<file path="config.mk">
export PLATFORM = sky130hd
export DESIGN_NAME = port_rd_frontend
export DESIGN_NICKNAME = d
export VERILOG_FILES = /design/src/rtl/hydra_pkg.sv /design/src/rtl/port_rd_fifo.sv /design/src/rtl/port_rd_frontend.sv
export SDC_FILE = /design/constraint.sdc
export NUM_CORES = 1
export LEC_CHECK = 0
export BUFFER_PORTS_ARGS = -buffer_cell sky130_fd_sc_hd__buf_4
export CAP_MARGIN = 10
export CORE_MARGIN = 2
export CORE_UTILIZATION = 63
export DETAILED_ROUTE_END_ITERATION = 10
export PLACE_DENSITY = 0.79
export SETUP_SLACK_MARGIN = 0.1
export SLEW_MARGIN = 20
export SYNTH_ARGS = -nofsm -noshare
export SYNTH_HDL_FRONTEND = slang
export SYNTH_SLANG_ARGS = --single-unit
</file>
<file path="constraint.sdc">
create_clock -name clk -period 5.4 [get_ports clk]
set_input_delay 0.54 -clock clk [delete_from_list [all_inputs] [get_ports clk]]
set_output_delay 0.54 -clock clk [all_outputs]
set_load 0.005 [all_outputs]
</file>
<file path="src/rtl/hydra_pkg.sv">
// Shared definitions for the port frontends: half-word layout, header field
// positions, read-side FSM states and the FIFO entry format.
package hydra_pkg;

   localparam int HW_W    = 16;
   localparam int LEN_MSB = 15;
   localparam int LEN_LSB = 7;
   localparam int PORT_W  = 4;
   localparam int LEN_W   = LEN_MSB - LEN_LSB + 1;

   typedef enum logic [1:0] {
      IDLE,
      DATA,
      EOP
   } rd_state_t;

   // One buffered half-word plus its end-of-packet tag.
   typedef struct packed {
      logic            eop;
      logic [HW_W-1:0] data;
   } fifo_ent_t;

   // Packet length in half-words, carried by the first half-word.
   function automatic logic [LEN_W-1:0] hdr_len_f(input logic [HW_W-1:0] hw);
      return hw[LEN_MSB:LEN_LSB];
   endfunction

   // Destination port, carried by the first half-word.
   function automatic logic [PORT_W-1:0] hdr_port_f(input logic [HW_W-1:0] hw);
      return hw[PORT_W-1:0];
   endfunction

endpackage

</file>
<file path="src/rtl/port_rd_fifo.sv">
// Synchronous FIFO between the read backend and the egress FSM.
// Pointers wrap naturally; the count is one bit wider so full and empty
// are unambiguous. A push while full is dropped and latches a sticky flag.
module port_rd_fifo
   import hydra_pkg::*;
#(
   parameter int DEPTH = 64
) (
   input  logic                     clk,
   input  logic                     rst,
   input  logic                     push_req,
   input  fifo_ent_t                wr_ent,
   input  logic                     pop,
   output fifo_ent_t                rd_ent,
   output logic [$clog2(DEPTH):0]   cnt,
   output logic                     empty,
   output logic                     ovf
);

   localparam int AW = $clog2(DEPTH);
   localparam int CW = AW + 1;

   fifo_ent_t        mem [DEPTH];
   logic [AW-1:0]    wptr;
   logic [AW-1:0]    rptr;
   logic             full;
   logic             push;
   logic             pop_ok;

   assign full   = (cnt == CW'(DEPTH));
   assign empty  = (cnt == '0);
   assign push   = push_req && !full;
   assign pop_ok = pop && !empty;

   // Head entry is presented combinationally; the consumer registers it.
   assign rd_ent = mem[rptr];

   // Storage array: written on accepted pushes only, never reset.
   always_ff @(posedge clk) begin
      if (push) mem[wptr] <= wr_ent;
   end

   // Pointers, occupancy and sticky overflow.
   always_ff @(posedge clk) begin
      if (rst) begin
         wptr <= '0;
         rptr <= '0;
         cnt  <= '0;
         ovf  <= 1'b0;
      end else begin
         if (push)   wptr <= wptr + AW'(1);
         if (pop_ok) rptr <= rptr + AW'(1);
         case ({push, pop_ok})
            2'b10:   cnt <= cnt + CW'(1);
            2'b01:   cnt <= cnt - CW'(1);
            default: cnt <= cnt;
         endcase
         if (push_req && full) ovf <= 1'b1;
      end
   end

endmodule

</file>
<file path="src/rtl/port_rd_frontend.sv">
// Read-side port frontend: buffers backend half-words and replays them as
// sop / vld beats / eop framing. The first beat of each packet supplies the
// destination and length; the beat count is checked against that length.
module port_rd_frontend
   import hydra_pkg::*;
#(
   parameter int DEPTH    = 64,
   parameter int PAUSE_TH = 61
) (
   input  logic              clk,
   input  logic              rst,
   input  logic              xfer_data_vld,
   input  logic [HW_W-1:0]   xfer_data,
   input  logic              end_of_packet,
   output logic              xfer_pause,
   input  logic              rd_ready,
   output logic              rd_sop,
   output logic              rd_vld,
   output logic [HW_W-1:0]   rd_data,
   output logic              rd_eop,
   output logic [PORT_W-1:0] rd_dest,
   output logic              len_err,
   output logic              ovf
);

   localparam int CW = $clog2(DEPTH) + 1;

   fifo_ent_t         wr_ent;
   fifo_ent_t         rd_ent;
   logic [CW-1:0]     cnt;
   logic              empty;
   logic              pop;

   rd_state_t         state;
   logic [LEN_W-1:0]  hdr_len;
   logic              hdr_vld;
   logic [LEN_W-1:0]  beat_cnt;
   logic [LEN_W-1:0]  beat_nxt;
   logic [LEN_W-1:0]  cur_len;
   logic              mism;
   logic              len_bad;

   assign wr_ent = '{eop: end_of_packet, data: xfer_data};

   port_rd_fifo #(
      .DEPTH (DEPTH)
   ) u_fifo (
      .clk      (clk),
      .rst      (rst),
      .push_req (xfer_data_vld),
      .wr_ent   (wr_ent),
      .pop      (pop),
      .rd_ent   (rd_ent),
      .cnt      (cnt),
      .empty    (empty),
      .ovf      (ovf)
   );

   // A beat leaves the FIFO only in DATA with data present and the port ready.
   assign pop = (state == DATA) && !empty && rd_ready;

   // On the header beat the length is taken straight from the entry, so a
   // single-entry packet is checked against its own header.
   assign beat_nxt = beat_cnt + LEN_W'(1);
   assign cur_len  = hdr_vld ? hdr_len : hdr_len_f(rd_ent.data);
   assign mism     = (beat_nxt != cur_len) || (cur_len == '0);

   // Egress framing FSM with registered outputs.
   always_ff @(posedge clk) begin
      if (rst) begin
         state    <= IDLE;
         rd_sop   <= 1'b0;
         rd_vld   <= 1'b0;
         rd_data  <= '0;
         rd_eop   <= 1'b0;
         rd_dest  <= '0;
         len_err  <= 1'b0;
         hdr_len  <= '0;
         hdr_vld  <= 1'b0;
         beat_cnt <= '0;
         len_bad  <= 1'b0;
      end else begin
         rd_sop  <= 1'b0;
         rd_vld  <= 1'b0;
         rd_eop  <= 1'b0;
         len_err <= 1'b0;
         case (state)
            IDLE: begin
               beat_cnt <= '0;
               hdr_vld  <= 1'b0;
               if (!empty && rd_ready) begin
                  rd_sop <= 1'b1;
                  state  <= DATA;
               end
            end
            DATA: begin
               if (pop) begin
                  rd_vld   <= 1'b1;
                  rd_data  <= rd_ent.data;
                  beat_cnt <= beat_nxt;
                  if (!hdr_vld) begin
                     hdr_len <= hdr_len_f(rd_ent.data);
                     rd_dest <= hdr_port_f(rd_ent.data);
                     hdr_vld <= 1'b1;
                  end
                  if (rd_ent.eop) begin
                     len_bad <= mism;
                     state   <= EOP;
                  end
               end
            end
            EOP: begin
               rd_eop  <= 1'b1;
               len_err <= len_bad;
               state   <= IDLE;
            end
            default: state <= IDLE;
         endcase
      end
   end

   // Backpressure leaves a few slots of margin for the backend's reaction time.
   always_ff @(posedge clk) begin
      if (rst) xfer_pause <= 1'b0;
      else     xfer_pause <= (cnt >= CW'(PAUSE_TH));
   end

endmodule

</file>
==> results of run 1 <==
-- sequential cells by signal, indices dropped and copies added (netlist names), named ones only --
register / flops
rd_dest: 4
hdr_len: 9
rd_vld: 1
u_fifo.ovf: 1
len_bad: 1
hdr_vld: 1
state: 2
len_err: 1
u_fifo.cnt: 7
beat_cnt: 9
xfer_pause: 1
rd_data: 16
u_fifo.rptr: 6
u_fifo.wptr: 6
rd_sop: 1
u_fifo.mem: 1088
rd_eop: 1
-- Yosys cell counts (27+ instances only) --
library cell  count
mux4_2          268
buf_2            27
dfxtp_1          73
clkbuf_1         40
nand2_1         100
nand3_1          34
a22oi_1          27
nor2_1          144
mux2i_1          89
a21oi_1          54
edfxtp_1       1088
-- logic make-up (layout without fill, tap and decap cells) --
group | count (synthesis) | count (layout) | synth area share
buffers and inverters | 131 | 359 | 0.01712
AO/OA/AOI/OAI | 189 | 189 | 0.02843
AND/OR/NAND/NOR | 376 | 376 | 0.03800
multiplexers | 374 | 374 | 0.1579
other | 0 | 2 | 0
adder cells (fa/ha/maj) | 6 | 6 | 0.001651
flip-flops | 1161 | 1161 | 0.7507
XOR/XNOR | 32 | 32 | 0.006165
-- area by class of cell --
cell class / count / area, sq um / share of cell area
Antenna cell: 2 / 5.005 / 0.00009837
Clock buffer: 138 / 3037 / 0.05968
Clock inverter: 74 / 654.4 / 0.01286
Inverter: 11 / 45.04 / 0.0008853
Multi-Input combinational cell: 977 / 10710 / 0.2104
Sequential cell: 1161 / 34150 / 0.6711
Tap cell: 950 / 1189 / 0.02336
Timing Repair Buffer: 136 / 1096 / 0.02154
-- final timing paths --
check | slack, ns | endpoint | depth (start not counted) | startpoint
worst min register to register | 0.46 | rd_data[5]$_SDFFE_PP0P_ | 2 | rd_data[5]$_SDFFE_PP0P_
worst max-delay path | 1.11 | len_bad$_SDFFE_PP0P_ | 9 | register
worst max register to register | 1.11 | len_bad$_SDFFE_PP0P_ | 9 | register
worst min-delay path | 0.13 | u_fifo.ovf$_SDFFE_PP0P_ | 3 | xfer_data_vld
-- metal layers --
| metal | wire length (um) | part of all wire | up-vias | global-route usage |
|---|---|---|---|---|
| met5 | 30 | 0.00025 | - | 0 |
| met4 | 5915 | 0.049 | 4 | 0.1528 |
| met3 | 14870 | 0.12 | 351 | 0.07600 |
| met2 | 57120 | 0.48 | 2037 | 0.5113 |
| met1 | 41920 | 0.35 | 12550 | 0.4490 |
| li1 | - | - | 9548 | - |
-- worst max-delay path, cell delays in order, from the launching register on --
cell      delay [ns]
dfxtp_4         0.96
buf_12          0.46
mux4_2          0.44
a22oi_1         0.30
a211oi_1        0.21
nor4_2          0.78
a21oi_1         0.19
xor2_1          0.19
mux2i_1         0.12
o311a_1         0.32
-- per-stage QoR --
step | cell area, sq um | hold slack [ns] | setup slack, ns | power (mW)
CTS | 50870 | 0.1154 | 1.250 | 18.34
global placement | 47180 | 0.4376 | 1.298 | 10.66
detailed placement | 47180 | 0.4548 | 1.278 | 10.68
global route | 50880 | 0.1590 | 0.8211 | 18.70
finish | 50880 | 0.1295 | 1.114 | 18.31
floorplan | 45460 | 0.4204 | 1.159 | 10.41
-- power breakdown --
group	internal [mW]	leakage (nW)	switching, mW
registers	9.87	10.4	0.0398
logic	0.210	3.61	0.384
clock network	4.43	1.80	3.37
==> impl_metrics.yaml, run 1 <==
run_status:
  status: "finished clean"
setup_path:
  critical_path_peak_fanout: 75
  path_class: "register to register"
  required_time_worst_endpoint_ns: 5.98
  worstSetupStartpointType: "register"
  data_arrival_critical_path_ns: 4.87
  cp-end-kind: "register"
yosys:
  syn-cell-area_sq_mm: 0.04546
  syn_inst: 2269
  synth-seq-area-share: 0.7507
  synth_largest_area_cell: "edfxtp_1"
  ys_types: 75
  synth.net_count: 2296
  yosys_most_used_dff: "edfxtp_1"
  syn_avg_cell_area_sq_um: 20.04
  postSynthRegisterBits: 1161
  synth-edff-count: 1088
  yosysWarningCount: 0
  ys_async_sr_fraction: 0
  synth.top_cell.area_share: 0.7186
  synth.top_cells.by_area: "edfxtp_1 72%, mux4_2 13%, dfxtp_1 3.2%"
sta:
  fin_skew_ns: 0.04120
  max_slew.worst_pin.slew_ns: 1.027
  period_needed_ns: 4.286
  fmax_mhz: 233.3
  worst_slew_slack_as_a_fraction_of_its_limit: 0.3129
  totalNegativeSetupSlack_ns: 0
  hold_violations: 0
  rsz0062_at_grt: "no"
  final_min_period_over_clock_period: 0.7937
  setup_viol: 0
  final-max-slew-violation-count: 0
finish:
  layout-drive-gt1-share: 0.2655
  fin_cells: 3449
  num-fill-cells: 3951
  layout_common_cells: "1088 x edfxtp_1, 268 x mux4_2, 130 x buf_4, 117 x clkbuf_16, 100 x nand2_1"
  final_core_utilization: 0.7117
  fin_nets: 2425
  layout.cells.most_common: "edfxtp_1"
  areaGrowthSynthToFinish_pct: 11.91
drt:
  drt.antenna.violating_nets: 0
  post_dr_wirelength_cell_um: 34.75
  detailroute.via_count: 24490
  drc_violations_left: 0
  drt_iter0_markers: 4032
  routed_wl_mm: 119.9
  first_pass_iters: 7
  avgViaCountPerCell: 7.101
cts:
  cts_repair_resize_count: 0
  path_clk_slew_ns: 0.06
  root_buffer: "clkbuf_16"
  cts_setup_buffers: 0
  numCtsBuffers: 111
  cts.path.max_buffers: 3
  tritoncts: "built"
  h-tree-depth: 3
  total_of_hold_buffers_inserted_after_clock_tree_synthesis: 0
  clock_latency_late_sink_ns: 0.69
  cts.sink_count: 1161
floorplanning:
  die_h_um: 272.6
  die_w_um: 272.6
  io-pin-count: 47
  core.rowCount: 98
  die_outline_area_sq_mm: 0.07433
  floorplan.core_area_sq_mm: 0.07149
  initial_core_util: 0.6360
power:
  power_per_cell_area_mw_per_mm2: 359.8
  power.ir.vdd_worst_v: 0.0002841
  cellLeakagePower_nw: 15.80
placed_design:
  place.gp.congestion: 0.9597
  post-place-cells: 3235
  portBuffers: 46
  detailed_place_hpwl_mm: 67.12
global_routing:
  grt_util_all_layers: 0.3282
  grt_max_degree: 76
  grt_first_pass_wirelength_mm: 171.2
  grt-ovfl-total: 0
  initial_antenna_violation_count: 5
  number_of_global_route_vias_before_repair: 24298
hold_path:
  worstHoldPathType: "input port to register"
run:
  max_cap_violations: 0
Note: power is estimated with default switching activity, not from simulation.
==> inputs of run 2 (changes only) <==
--- a/config.mk
+++ b/config.mk
@@ -8,9 +8,9 @@
 export BUFFER_PORTS_ARGS = -buffer_cell sky130_fd_sc_hd__buf_4
 export CAP_MARGIN = 10
 export CORE_MARGIN = 2
-export CORE_UTILIZATION = 63
+export CORE_UTILIZATION = 57
 export DETAILED_ROUTE_END_ITERATION = 10
-export PLACE_DENSITY = 0.79
+export PLACE_DENSITY = 0.76
 export SETUP_SLACK_MARGIN = 0.1
 export SLEW_MARGIN = 20
 export SYNTH_ARGS = -nofsm -noshare
==> constraint.sdc (replaced) <==
create_clock -name clk -period 3.8 [get_ports clk]
set_input_delay 0.38 -clock clk [delete_from_list [all_inputs] [get_ports clk]]
set_output_delay 0.38 -clock clk [all_outputs]
set_load 0.005 [all_outputs]
==> impl_metrics.yaml, run 2 (synthesized netlist as in run 1, its figures left out) <==
global_routing:
  grt-ovfl-total: 0
  grt_first_pass_wirelength_mm: 167.0
  grt_util_all_layers: 0.2850
  number_of_global_route_vias_before_repair: 23743
  initial_antenna_violation_count: 2
  grt_max_degree: 65
drt:
  drt_iter0_markers: 3743
  drt.antenna.violating_nets: 0
  detailroute.via_count: 24274
  drc_violations_left: 0
  first_pass_iters: 6
  post_dr_wirelength_cell_um: 32.29
  routed_wl_mm: 116.4
  avgViaCountPerCell: 6.735
placed_design:
  detailed_place_hpwl_mm: 69.21
  portBuffers: 46
  detailedPlace.worstSlack_ns: -0.03336
  place.gp.congestion: 0.9715
  postPlaceCellArea_sq_mm: 0.04783
power:
  power.ir.vdd_worst_v: 0.0003775
  power_per_cell_area_mw_per_mm2: 512.8
  cellLeakagePower_nw: 16.24
finish:
  max_flop_register: "u_fifo.mem"
  reg.largest.list: "u_fifo.mem: 1088 flops, rd_data: 16 flops"
  num-fill-cells: 4933
  layout.area.seq_sq_mm: 0.03415
  multi_input_area_sq_mm: 0.01073
  layout_common_cells: "1088 x edfxtp_1, 268 x mux4_2, 176 x buf_4, 114 x clkbuf_16, 100 x nand2_1"
  fin_nets: 2483
  layout.cells.most_common: "edfxtp_1"
  areaGrowthSynthToFinish_pct: 13.94
  layout-drive-gt1-share: 0.2881
  final_instance_area_sq_mm: 0.05180
  largest_reg_flops: 1088
setup_path:
  path_class: "register to register"
  worstSetupStartpointType: "register"
  count_of_buffering_cells_on_the_critical_path_with_inverters_included: 1
  critical_path.max_stage_delay_ns: 0.57
  required_time_worst_endpoint_ns: 4.37
  cp-end-kind: "register"
  worstPathCellList: "buf_4 -> mux4_2 -> nor3_1 -> o32a_1 -> nor3_1 -> a31oi_1 -> xnor2_1 -> a31oi_1 -> o311a_1"
  critical_path_peak_fanout: 34
  critPathTopFamily: "compound AO/OA/AOI/OAI gates"
  critical_path.slowest_cell: "nor3_1"
  data_arrival_critical_path_ns: 4.24
cts:
  tritoncts: "built"
  h-tree-depth: 3
  cts.sink_count: 1161
  path_clk_slew_ns: 0.06
  clock_latency_late_sink_ns: 0.69
  root_buffer: "clkbuf_16"
  numCtsBuffers: 109
  cts.path.max_buffers: 3
sta:
  final_min_period_over_clock_period: 0.9647
  final-max-slew-violation-count: 0
  worst_slew_slack_as_a_fraction_of_its_limit: 0.4157
  rsz0062_at_grt: "yes"
  fmax_mhz: 272.8
  fin_skew_ns: 0.02176
  hold_violations: 0
  period_needed_ns: 3.666
  max_slew.worst_pin.slew_ns: 0.8737
  final.setup.worst_slack_ns: 0.1340
  setup_viol: 0
floorplanning:
  io-pin-count: 47
  die_outline_area_sq_mm: 0.08204
  floorplan.core_area_sq_mm: 0.07900
  core.rowCount: 103
  die_h_um: 286.4
  initial_core_util: 0.5755
  die_w_um: 286.4
hold_path:
  worstHoldPathType: "input port to register"
run:
  max_cap_violations: 0
run_status:
  status: "finished clean"
## run 2: cell count changes in the layout (fill, tap and decap cells not counted), sizes merged, moves of 3 or more
cell / before / now
buf: 136 / 195
bufinv: 9 / 17
clkinv: 57 / 44
clkinvlp: 5 / 2
## run 2: layer usage
layer / share of wire / vias up / wire (um) / track usage
met5: 0 / - / 0 / 0
met4: 0.041 / 0 / 4776 / 0.1110
met1: 0.38 / 12536 / 43670 / 0.4037
met3: 0.11 / 298 / 12390 / 0.05238
li1: - / 9686 / - / -
met2: 0.48 / 1754 / 55540 / 0.4475
## run 2: final cells by class
cell class	instances	share of cell area
repair buffers	196	0.03287
clock inverters	67	0.01604
inverters	11	0.0008454
flip-flops and latches	1161	0.6592
diodes	3	0.0001449
clock buffers	139	0.05831
well taps	1050	0.02536
multi-input cells	977	0.2072
## run 2: final timing paths
kind	from	endpoint	slack, ns	cells after the start
worst max-delay path	register	len_bad$_SDFFE_PP0P_	0.13	9
worst min-delay path	rd_ready	rd_sop$_SDFF_PP0_	0.09	3
worst max register to register	register	len_bad$_SDFFE_PP0P_	0.13	9
worst min register to register	rd_data[9]$_SDFFE_PP0P_	rd_data[9]$_SDFFE_PP0P_	0.47	2
## run 2: metrics by stage
step / cells / utilization / hold WS (ns) / total power, mW / setup TNS [ns]
finish: 3604 / 0.6557 / 0.09112 / 26.56 / 0
global route: 3602 / 0.6556 / 0.1306 / 27.17 / 0
CTS: 3597 / 0.6544 / 0.07138 / 26.63 / 0
detailed placement: 3390 / 0.6055 / 0.4631 / 15.24 / -0.03336
global placement: 3390 / 0.6055 / 0.4456 / 15.21 / 0
floorplan: 2269 / - / 0.4204 / 14.80 / 0
## run 2: timing repair
action                     4_1_cts  5_1_grt
hold buffers                     1        0
setup endpoints to repair        1        4
buffers inserted                 0        4
gates resized for setup          1        8
hold endpoints to repair         1        0
## run 2: where the power goes
part	total (mW)	internal, mW	switching [mW]
sequential	14.1	14.0	0.0420
clock	11.6	6.80	4.77
combinational	0.925	0.337	0.588
total	26.6	21.2	5.40
## run 2: tightest hold or removal path, cell delays in order
cell     delay (ns)
buf_4          0.11
o21ai_0        0.16
nor3_1         0.08
